`src/rtl/regfile_pkg.sv`:
```
// Shared constants and helpers for the reg_file_bp register file.
package regfile_pkg;

  localparam int DEF_WIDTH = 16;
  localparam int DEF_DEPTH = 8;
  localparam int RST_VAL   = 0;

  // Address width for a power-of-two register count (DEPTH >= 2).
  function automatic int clog2(input int n);
    int r = 0;
    while ((1 << r) < n) r++;
    return r;
  endfunction

endpackage

```
`src/rtl/reg_file_bp_if.sv`:
```
// Write, reserve and dual read-port bundle of reg_file_bp.
interface reg_file_bp_if
  import regfile_pkg::*;
#(
  parameter int WIDTH = DEF_WIDTH,
  parameter int DEPTH = DEF_DEPTH
);
  localparam int AW = clog2(DEPTH);

  logic             wr_en;
  logic [AW-1:0]    wr_addr;
  logic [WIDTH-1:0] wr_data;
  logic [AW-1:0]    rs_addr;
  logic [WIDTH-1:0] rs_data;
  logic             rs_busy;
  logic [AW-1:0]    rt_addr;
  logic [WIDTH-1:0] rt_data;
  logic             rt_busy;
  logic             rsv_en;
  logic [AW-1:0]    rsv_addr;
  logic [DEPTH-1:0] busy_vec;

  modport master (
    output wr_en, wr_addr, wr_data, rs_addr, rt_addr, rsv_en, rsv_addr,
    input  rs_data, rs_busy, rt_data, rt_busy, busy_vec
  );

  modport slave (
    input  wr_en, wr_addr, wr_data, rs_addr, rt_addr, rsv_en, rsv_addr,
    output rs_data, rs_busy, rt_data, rt_busy, busy_vec
  );
endinterface

```
`src/rtl/reg_file_bp_reg_cell.sv`:
```
// One WIDTH-bit storage register with load enable and async active-high reset.
module reg_cell
  import regfile_pkg::*;
#(
  parameter int WIDTH = DEF_WIDTH
) (
  input  logic             clk,
  input  logic             rst,
  input  logic             en_i,
  input  logic [WIDTH-1:0] d_i,
  output logic [WIDTH-1:0] q_o
);

  logic [WIDTH-1:0] data_q;

  always_ff @(posedge clk or posedge rst) begin
    if (rst)       data_q <= WIDTH'(RST_VAL);
    else if (en_i) data_q <= d_i;
  end

  assign q_o = data_q;

endmodule

```
`src/rtl/reg_file_bp.sv`:
```
// DEPTH x WIDTH register file: 2 combinational reads, 1 write, busy scoreboard.
// Define REGFILE_BYPASS_EN to forward same-cycle write data/busy to the read ports.
module reg_file_bp
  import regfile_pkg::*;
#(
  parameter int WIDTH    = DEF_WIDTH,
  parameter int DEPTH    = DEF_DEPTH,
  parameter bit ZERO_REG = 1'b0
) (
  input  logic          clk,
  input  logic          rst_b,
  reg_file_bp_if.slave  bus
);

  localparam int AW = clog2(DEPTH);

  logic [WIDTH-1:0] regs [DEPTH];
  logic [DEPTH-1:0] busy_q, busy_d;
  logic [WIDTH-1:0] rs_d, rt_d;
  logic             rs_b, rt_b;

  function automatic logic is_zero_reg(input logic [AW-1:0] a);
    return ZERO_REG && (a == '0);
  endfunction

  for (genvar i = 0; i < DEPTH; i++) begin : g_cell
    logic wr_hit;
    assign wr_hit = bus.wr_en && (bus.wr_addr == AW'(i)) && !is_zero_reg(AW'(i));

    reg_cell #(.WIDTH(WIDTH)) u_cell (
      .clk  (clk),
      .rst  (rst_b),
      .en_i (wr_hit),
      .d_i  (bus.wr_data),
      .q_o  (regs[i])
    );
  end

  // Reserve is applied after the write clear so a fresh producer keeps the bit set.
  always_comb begin
    busy_d = busy_q;
    if (bus.wr_en)  busy_d[bus.wr_addr]  = 1'b0;
    if (bus.rsv_en) busy_d[bus.rsv_addr] = 1'b1;
    if (ZERO_REG)   busy_d[0]            = 1'b0;
  end

  always_ff @(posedge clk or posedge rst_b) begin
    if (rst_b) busy_q <= '0;
    else       busy_q <= busy_d;
  end

  always_comb begin
    rs_d = regs[bus.rs_addr];
    rs_b = busy_q[bus.rs_addr];
    rt_d = regs[bus.rt_addr];
    rt_b = busy_q[bus.rt_addr];
`ifdef REGFILE_BYPASS_EN
    if (bus.wr_en && (bus.wr_addr == bus.rs_addr)) begin
      rs_d = bus.wr_data;
      rs_b = 1'b0;
    end
    if (bus.wr_en && (bus.wr_addr == bus.rt_addr)) begin
      rt_d = bus.wr_data;
      rt_b = 1'b0;
    end
`endif
    // Hard-wired zero overrides the bypass path as well.
    if (is_zero_reg(bus.rs_addr)) begin
      rs_d = '0;
      rs_b = 1'b0;
    end
    if (is_zero_reg(bus.rt_addr)) begin
      rt_d = '0;
      rt_b = 1'b0;
    end
  end

  assign bus.rs_data  = rs_d;
  assign bus.rs_busy  = rs_b;
  assign bus.rt_data  = rt_d;
  assign bus.rt_busy  = rt_b;
  assign bus.busy_vec = busy_q;

endmodule

```
`src/flat_wrapper.sv`:
```
// flat-port wrapper written by rule: the top's interface ports become plain ports
module reg_file_bp_flat import regfile_pkg::*;
#(
  parameter int WIDTH    = DEF_WIDTH,
  parameter int DEPTH    = DEF_DEPTH,
  parameter bit ZERO_REG = 1'b0
)
  (clk, rst_b, bus_wr_en, bus_wr_addr, bus_wr_data, bus_rs_addr, bus_rt_addr, bus_rsv_en, bus_rsv_addr, bus_rs_data, bus_rs_busy, bus_rt_data, bus_rt_busy, bus_busy_vec);
  reg_file_bp_if #(.WIDTH(WIDTH), .DEPTH(DEPTH)) bus_i ();
  input  logic clk;
  input  logic rst_b;
  input wire logic [$bits(bus_i.wr_en)-1:0] bus_wr_en;
  input wire logic [$bits(bus_i.wr_addr)-1:0] bus_wr_addr;
  input wire logic [$bits(bus_i.wr_data)-1:0] bus_wr_data;
  input wire logic [$bits(bus_i.rs_addr)-1:0] bus_rs_addr;
  input wire logic [$bits(bus_i.rt_addr)-1:0] bus_rt_addr;
  input wire logic [$bits(bus_i.rsv_en)-1:0] bus_rsv_en;
  input wire logic [$bits(bus_i.rsv_addr)-1:0] bus_rsv_addr;
  output wire logic [$bits(bus_i.rs_data)-1:0] bus_rs_data;
  output wire logic [$bits(bus_i.rs_busy)-1:0] bus_rs_busy;
  output wire logic [$bits(bus_i.rt_data)-1:0] bus_rt_data;
  output wire logic [$bits(bus_i.rt_busy)-1:0] bus_rt_busy;
  output wire logic [$bits(bus_i.busy_vec)-1:0] bus_busy_vec;
  assign bus_i.wr_en = bus_wr_en;
  assign bus_i.wr_addr = bus_wr_addr;
  assign bus_i.wr_data = bus_wr_data;
  assign bus_i.rs_addr = bus_rs_addr;
  assign bus_i.rt_addr = bus_rt_addr;
  assign bus_i.rsv_en = bus_rsv_en;
  assign bus_i.rsv_addr = bus_rsv_addr;
  assign bus_rs_data = bus_i.rs_data;
  assign bus_rs_busy = bus_i.rs_busy;
  assign bus_rt_data = bus_i.rt_data;
  assign bus_rt_busy = bus_i.rt_busy;
  assign bus_busy_vec = bus_i.busy_vec;
  reg_file_bp #(.WIDTH(WIDTH), .DEPTH(DEPTH), .ZERO_REG(ZERO_REG)) u_core (.clk(clk), .rst_b(rst_b), .bus(bus_i));
endmodule
```
`config.mk`:
```
export PLATFORM = sky130hd
export DESIGN_NAME = reg_file_bp_flat
export DESIGN_NICKNAME = d
export VERILOG_FILES = /design/src/rtl/regfile_pkg.sv /design/src/rtl/reg_file_bp_if.sv /design/src/rtl/reg_file_bp_reg_cell.sv /design/src/rtl/reg_file_bp.sv /design/src/flat_wrapper.sv
export SDC_FILE = /design/constraint.sdc
export NUM_CORES = 1
export LEC_CHECK = 0
export ABC_AREA = 1
export CAP_MARGIN = 20
export CELL_PAD_IN_SITES_DETAIL_PLACEMENT = 2
export CELL_PAD_IN_SITES_GLOBAL_PLACEMENT = 2
export CORE_UTILIZATION = 29
export CTS_CLUSTER_SIZE = 30
export DETAILED_ROUTE_END_ITERATION = 12
export PLACE_DENSITY_LB_ADDON = 0.25
export REMOVE_ABC_BUFFERS = 1
export SKIP_LAST_GASP = 1
export SYNTH_ARGS = -nofsm -noshare
export SYNTH_HDL_FRONTEND = slang
export SYNTH_SLANG_ARGS = --single-unit
```
`constraint.sdc`:
```
create_clock -name clk -period 4.85 [get_ports clk]
set_clock_uncertainty 0.1 [all_clocks]
set_input_delay 1.2125 -clock clk [delete_from_list [all_inputs] [get_ports clk]]
set_output_delay 1.2125 -clock clk [all_outputs]
set_load 0.05 [all_outputs]
```
---- After elaboration in Yosys (flattened, before gate mapping) ----
Cells that the tools add are included.
operators by class
  order comparisons ....................... 8
  equality and inequality tests ........... 7
  muxes and demuxes ....................... 16
  bitwise operators ....................... 5
  reductions and logical operators ........ 11
operators with widths
  operator              count
  $bmux W16 S3          2
  $mux W16              4
  $lt A3 B4 Y1 const B  4
  $mux W8               2
  $eq A3 B3 Y1 const B  4
  $logic_and A1 B1 Y1   10
  $and A8 B8 Y8         1
  $ge A4 B4 Y1 const B  2
  $not A3 Y4            2
  $not A8 Y8            1
  $or A8 B8 Y8          1
  $bmux W1 S3           2
  $demux W1 S3          2
  $eq A3 B2 Y1 const B  2
  $ge A3 B1 Y1 const B  2
  $mux W1               4
  $eq A3 B1 Y1 const B  1
  $logic_not A3 Y1      1
word-level totals
  register bits after elaboration ......... 136
  output and inout bits ................... 42
  word-level logic and storage cells ...... 56

---- Longest topological paths before layout ----
Gate-level depths: netlist of run 1.
  depth after elaboration ................. 9
  depth in mapped cells ................... 9

---- Modules after synthesis ----
Synthesis of run 1 repeated with hierarchy kept, for this count alone.
unflattened totals
  cell total of the unflattened synthesis .. 1363
  area, all modules ....................... 8712.1 µm²
modules (own cells, without submodules)
  module       times used  cells an instance  area an instance (µm²)  sequential area each (µm²)
  reg_cell     8           69                 648.1                   400.4
  reg_file_bp  1           811                3527.1                  200.2

---- Least setup slack after synthesis of run 1 ----
OpenSTA, ideal clock, no wires.
  path kind ............................... in2out
  start ................................... input bus_rt_addr[0]
  end ..................................... output bus_rt_data[6]
  data arrival time ....................... 2.230 ns
  path slack .............................. 1.307 ns
  cell stages on the path ................. 8
  buffers on the path ..................... 3
  path through ............................ buf_2 -> buf_4 -> buf_2 -> nand2_1 -> nand3_1 -> nand2_1 -> nand2_1 -> nand2_1
on the way
  word-level cells in the longest chain between the ends .. 4
ends and longest elaborated chain
  what                                         line                RTL
  from (decl)                                  flat_wrapper.sv:16  input wire logic [$bits(bus_i.rt_addr)-1:0] bus_rt_addr;
  $not A3 Y4 (implied by the code)             reg_file_bp.sv:55   rt_d = regs[bus.rt_addr];
  $bmux W16 S3                                 reg_file_bp.sv:55
  $mux W16 (implied by the code) (2 in a row)  reg_file_bp.sv:55
  to (decl)                                    flat_wrapper.sv:21  output wire logic [$bits(bus_i.rt_data)-1:0] bus_rt_data;
No other way between the ends. The select of a mux whose other input is x is not followed.

---- Worst setup path after layout of run 1 ----
  start ................................... input bus_rs_addr[2]
  end ..................................... output bus_rs_data[14]
on the way
  word-level cells in the longest chain between the ends .. 4
ends and longest elaborated chain
  what                                         line                RTL
  from (decl)                                  flat_wrapper.sv:15  input wire logic [$bits(bus_i.rs_addr)-1:0] bus_rs_addr;
  $not A3 Y4 (implied by the code)             reg_file_bp.sv:53   rs_d = regs[bus.rs_addr];
  $bmux W16 S3                                 reg_file_bp.sv:53
  $mux W16 (implied by the code) (2 in a row)  reg_file_bp.sv:53
  to (decl)                                    flat_wrapper.sv:19  output wire logic [$bits(bus_i.rs_data)-1:0] bus_rs_data;
No other way between the ends. The select of a mux whose other input is x is not followed.

==> results of run 1 <==
## where the power goes
part / switching (mW) / internal (mW)
clock: 0.547 / 0.758
sequential: 0.114 / 1.35
combinational: 0.783 / 0.356
total: 1.44 / 2.46
## placed cells by master, fill, tap and decap left out, types with 17 or more instances in the layout
cell,instances
nand2_1,583
inv_1,158
nand3_1,141
dfrtp_1,136
o21ai_0,132
buf_4,58
clkdlybuf4s50_1,35
clkbuf_16,17
## state kept, by name (all words and copies together), names as in the netlist
register and count:
u_core.g_cell.u_cell.q_o 128, u_core.bus.busy_vec 8
## metal layers
metal / vias up / part of all wire, %
met1: 4049 / 46
li1: 3886 / -
met4: 0 / 1.6
met3: 36 / 3.0
met5: - / 0
met2: 121 / 49
## cell usage after synthesis (all sizes together)
library cell	number	area, um^2
buf	56	307.8
clkinv	4	15.01
inv	162	608.1
nor2	4	17.52
nand2	584	2192
o21ai	135	675.6
nor3	1	16.27
dfrtp	136	3403
clkbuf	18	72.57
nand3	141	705.7
o22ai	1	6.260
## layout make-up
class                           count  area share (%)
Multi-Input combinational cell    866           37.99
Clock buffer                       17           4.469
Clock inverter                     15           1.617
Tap cell                          341           4.482
Inverter                          166           6.598
Sequential cell                   136           35.75
Timing Repair Buffer              100           9.096
## worst max-delay path: cells and delay by family
family	cells	cell delay [ps]
buffers and inverters	4	1400
and+or+nand+nor	2	180
## logic make-up (layout without fill, tap and decap cells)
| kind of cell | Yosys count | in the layout | synth area share (%) |
|---|---|---|---|
| AO/OA/AOI/OAI | 136 | 136 | 8.502 |
| buffers and inverters | 240 | 298 | 12.51 |
| flip-flops | 136 | 136 | 42.43 |
| AND/OR/NAND/NOR | 730 | 730 | 36.55 |
## worst max path at each step
stage | from | to | slack, ps | depth (start not counted)
2_1_floorplan | rst_b | u_core.bus.busy_vec[0] | -100 | 1
3_3_place_gp | bus_rs_addr[2] | bus_rs_data[14] | 710 | 6
3_5_place_dp | bus_rs_addr[2] | bus_rs_data[14] | 710 | 6
4_1_cts | bus_rs_addr[2] | bus_rs_data[14] | 710 | 6
5_1_grt | bus_rs_addr[0] | bus_rs_data[14] | 660 | 8
6_report | bus_rs_addr[2] | bus_rs_data[14] | 740 | 6
==> results.ini, run 1 <==
[power]
p_total_mw = 3.907
ir_worst_vdd_mv = 0.1888
power_density_nw_per_um2 = 410.4
cellLeakagePower_nw = 5.227

[critical_path]
cpMaxStageDelayCell = clkdlybuf4s50_1
startpoint_type = input pin
crit-reg2reg-launch = u_core.bus.busy_vec[7]
critPathMaxStageDelay_ps = 480
crit_required_ps = 3540
r2r_end = u_core.bus.busy_vec[7]
worstPathCellList = clkdlybuf4s50_1 -> clkinv_1 -> buf_4 -> nand2_1 -> nand2_1 -> buf_4
cp_max_fo = 10
rrSetupSlack_ps = 3990
reg2regPathDepth = 2
cp.arrival_ps = 2800
worstSetupEndpointType = primary output
critPathKind = in -> out

[clock_network]
cts_tree = yes
cts_setup_buffers = 0
ctsHoldBuffers = 0
cts_root_buf = clkbuf_16
cts.reportedPaths.clkPinSlew_ps = 60
cts_resized = 0
insertion_delay_ps = 430
cts.path.max_buffers = 2
cts_buffers = 17
cts.sinks = 136
htree_levels = 4

[timing]
setup_viol = 0
tightest_slew_ps = 896.7
period_share_pct = 84.77
rsz0062_at_grt = no
slew_headroom_pct = 40.22
layout_setup_ws_ps = 738.6
timing.hold.ws_ps = 383.4
hold_viol = 0
fmax_mhz = 243.2
min_period_ps = 4111
drv_slew = 0
finalSetupTns_ps = 0

[detailed_routing]
dr.pass1.iters = 5
routedWlPerCell_um = 18.33
drc = 0
viasPerCell = 4.931
drtIter0Drc = 356
wirelength_um = 30080
ant_nets = 0
num_vias = 8092

[die]
initial_utilization_pct = 29.68
fp.dieW_um = 168.3
core_area_um2 = 27030
rows = 60
die_h_um = 168.3
pin_count = 74
dieArea_um2 = 28320

[synthesis]
ys_seq_area_share_pct = 42.43
avgSynthCellArea_um2 = 6.457
synth_warnings = 0
synth_area_um2 = 8020
yosysUniqueCellTypes = 18
syn_inst = 1242
ys_ff_latch = 136

[final_layout]
multi_input_area_um2 = 3616
final_nets = 1319
utilization_pct = 35.22
final_area_um2 = 9519
drive_above_1_share_pct = 8.000
regArea_um2 = 3403
antenna_cells = 0
nFillCells = 3301
syn_to_final_growth_pct = 18.69
final_cells = 1641

[placed_design]
dp_slack_ps = 708.9
gp_congestion = 0.7458
io_buffers = 73
dp_cells = 1609
place_hpwl_um = 18360
placed_area_um2 = 8940

[global_route]
antenna_found_initial = 0
globalRouteMet1Util_pct = 28.80
grtUsageTotal_pct = 22.45
gr-usage-met3_pct = 2.163
top_usage_layer = met2
grt_pass1_vias = 8970
grt_pass1_wl_um = 48870
grt_start_max_net_pins = 74
gr-total-overflow = 0
met2_usage_pct = 39.56

[min_path]
min_path_type = reg -> reg
min_to = u_core.g_cell[5].u_cell.q_o[3]
min-delay-start = u_core.g_cell[5].u_cell.q_o[3]
whs_path_depth = 2

[status]
status = finished, final reports clean

[flow_run]
maxCapViolCount = 0

(Power assumes the default switching activity.)
==> run 2, diff against run 1 <==
--- a/config.mk
+++ b/config.mk
@@ -9,7 +9,7 @@
 export CAP_MARGIN = 20
 export CELL_PAD_IN_SITES_DETAIL_PLACEMENT = 2
 export CELL_PAD_IN_SITES_GLOBAL_PLACEMENT = 2
-export CORE_UTILIZATION = 29
+export CORE_UTILIZATION = 32
 export CTS_CLUSTER_SIZE = 30
 export DETAILED_ROUTE_END_ITERATION = 12
 export PLACE_DENSITY_LB_ADDON = 0.25
==> constraint.sdc (replaced) <==
create_clock -name clk -period 3.95 [get_ports clk]
set_clock_uncertainty 0.1 [all_clocks]
set_input_delay 0.9875 -clock clk [delete_from_list [all_inputs] [get_ports clk]]
set_output_delay 0.9875 -clock clk [all_outputs]
set_load 0.05 [all_outputs]
==> results.ini, run 2 (synthesized netlist as in run 1, its figures left out) <==
[critical_path]
critPathMaxStageDelay_ps = 500  ; +20 ps
worstPathBufferInverterCount = 4  ; unchanged
worstSetupEndpointType = primary output
cp_max_fo = 14  ; +4
r2r_end = u_core.g_cell[7].u_cell.q_o[9]
cp.arrival_ps = 2470  ; -330 ps
reg2regPathDepth = 2  ; unchanged
crit_required_ps = 2860  ; -680 ps
cpLargestDelayFamily = buffers and inverters
cpMaxStageDelayCell = clkinv_1
worstPathCellList = buf_2 -> clkinv_1 -> buf_12 -> nand3_1 -> nand2_1 -> nand2_1 -> nand2_1 -> buf_4
critPathKind = in -> out
rrSetupSlack_ps = 3100  ; -890 ps
crit-reg2reg-launch = u_core.g_cell[7].u_cell.q_o[9]
crit_top_cell = nand2_1
startpoint_type = input pin
cp.depth = 8  ; +2

[detailed_routing]
dr.pass1.iters = 4  ; -1
drtIter0Drc = 423  ; +19%
wirelength_um = 31990  ; +6.4%
routedWlPerCell_um = 19.63  ; +7.1%
num_vias = 8273  ; +2.2%
ant_nets = 0  ; unchanged
drc = 0  ; unchanged
viasPerCell = 5.075  ; +2.9%

[power]
cellLeakagePower_nw = 5.275  ; +0.92%
power_density_nw_per_um2 = 505.6  ; +23%
p_total_mw = 4.832  ; +24%
ir_worst_vdd_mv = 0.3057  ; +62%

[final_layout]
layout_commonest_cell = nand2_1
largest_reg_flops = 128  ; unchanged
drive_above_1_share_pct = 8.193  ; +0.19 points
utilization_pct = 39.07  ; +3.8 points
antenna_cells = 0  ; unchanged
final_nets = 1326  ; +0.53%
nFillCells = 2981  ; -9.7%
layout_common_cells = nand2_1, inv_1, nand3_1
syn_to_final_growth_pct = 19.16

[global_route]
grt_pass1_wl_um = 51720  ; +5.8%
grtUsageTotal_pct = 26.13  ; +3.7 points
grt_start_max_net_pins = 56  ; -24%
gr-total-overflow = 0  ; unchanged
antenna_found_initial = 0  ; unchanged
grt_pass1_vias = 9185  ; +2.4%

[timing]
setup_viol = 0  ; unchanged
min_period_ps = 3555
rsz0062_at_grt = no
slew_headroom_pct = 57.38  ; +17 points
tightest_slew_ps = 635.3  ; -261.4 ps
layout_setup_ws_ps = 395.5  ; -343.1 ps
drv_slew = 0  ; unchanged
hold_viol = 0  ; unchanged
fmax_mhz = 281.3
finalSetupTns_ps = 0  ; unchanged
period_share_pct = 89.99

[status]
status = finished, final reports clean

[flow_run]
maxCapViolCount = 0  ; unchanged

[die]
rows = 57  ; -5.0%
dieArea_um2 = 25700  ; -9.3%
initial_utilization_pct = 32.79  ; +3.1 points
pin_count = 74  ; unchanged
die_h_um = 160.3  ; -4.7%
core_area_um2 = 24460  ; -9.5%
fp.dieW_um = 160.3  ; -4.7%

[clock_network]
cts_tree = yes
cts_root_buf = clkbuf_16
cts_resized = 0  ; unchanged
ctsHoldBuffers = 0  ; unchanged
cts.sinks = 136  ; unchanged
htree_levels = 4  ; unchanged
cts_setup_buffers = 0  ; unchanged
cts.reportedPaths.clkPinSlew_ps = 50  ; about the same
cts_buffers = 17  ; unchanged
insertion_delay_ps = 420  ; about the same
cts.path.max_buffers = 2  ; unchanged

[placed_design]
io_buffers = 73  ; unchanged
place_hpwl_um = 19670  ; +7.1%
gp_congestion = 0.7338  ; -1.6%
dp_slack_ps = 448.8  ; -260.1 ps

[min_path]
whs_path_depth = 2  ; unchanged
min_path_type = reg -> reg
min_to = u_core.g_cell[2].u_cell.q_o[0]
min-delay-start = u_core.g_cell[2].u_cell.q_o[0]

[run 2: worst max-delay path by stage]
| stage | from | end | slack, ps |
|---|---|---|---|
| final | bus_rt_addr[1] | bus_rt_data[2] | 400 |
| after global routing | bus_rt_addr[1] | bus_rt_data[13] | 310 |
| after global placement | bus_rt_addr[1] | bus_rt_data[1] | 440 |
| after CTS | bus_rt_addr[1] | bus_rt_data[2] | 370 |
| after detailed placement | bus_rt_addr[1] | bus_rt_data[3] | 450 |
| after floorplan | rst_b | u_core.bus.busy_vec[0] | -780 |
[run 2: through the flow]
step,hold WS [ps],area [um^2],instances
floorplan,353.0,7640,1168
global placement,365.6,8994,1599
detailed placement,373.6,8994,1599
CTS,390.5,9557,1630
global route,410.2,9557,1630
finish,385.0,9557,1630
[run 2: power by group]
group | leakage (nW) | internal [mW] | switching [mW]
sequential | 1.70 | 1.66 | 0.148
clock | 0.282 | 0.952 | 0.632
combinational | 3.30 | 0.444 | 0.997
[run 2: metal layers]
metal	share of wire, %	vias up	track usage [%]
li1	-	3895	-
met1	45	4205	32.22
met2	50	133	47.41
met3	3.0	40	3.693
met4	1.9	0	7.013
met5	0	-	0
[run 2: cell type report]
class	count	area [um^2]	share of cell area, %
Clock inverter	10	102.6	1.074
Timing Repair Buffer	107	943.4	9.872
Multi-Input combinational cell	866	3613	37.81
Inverter	166	628.1	6.572
Tap cell	324	405.4	4.242
Sequential cell	136	3403	35.61
Clock buffer	21	460.4	4.818
[run 2: worst register-to-register path: cells and delay by family, from the launching register on]
kind	cells	cell delay (ps)
flip-flops	1	390
buffers and inverters	1	120
AO/OA/AOI/OAI	1	100
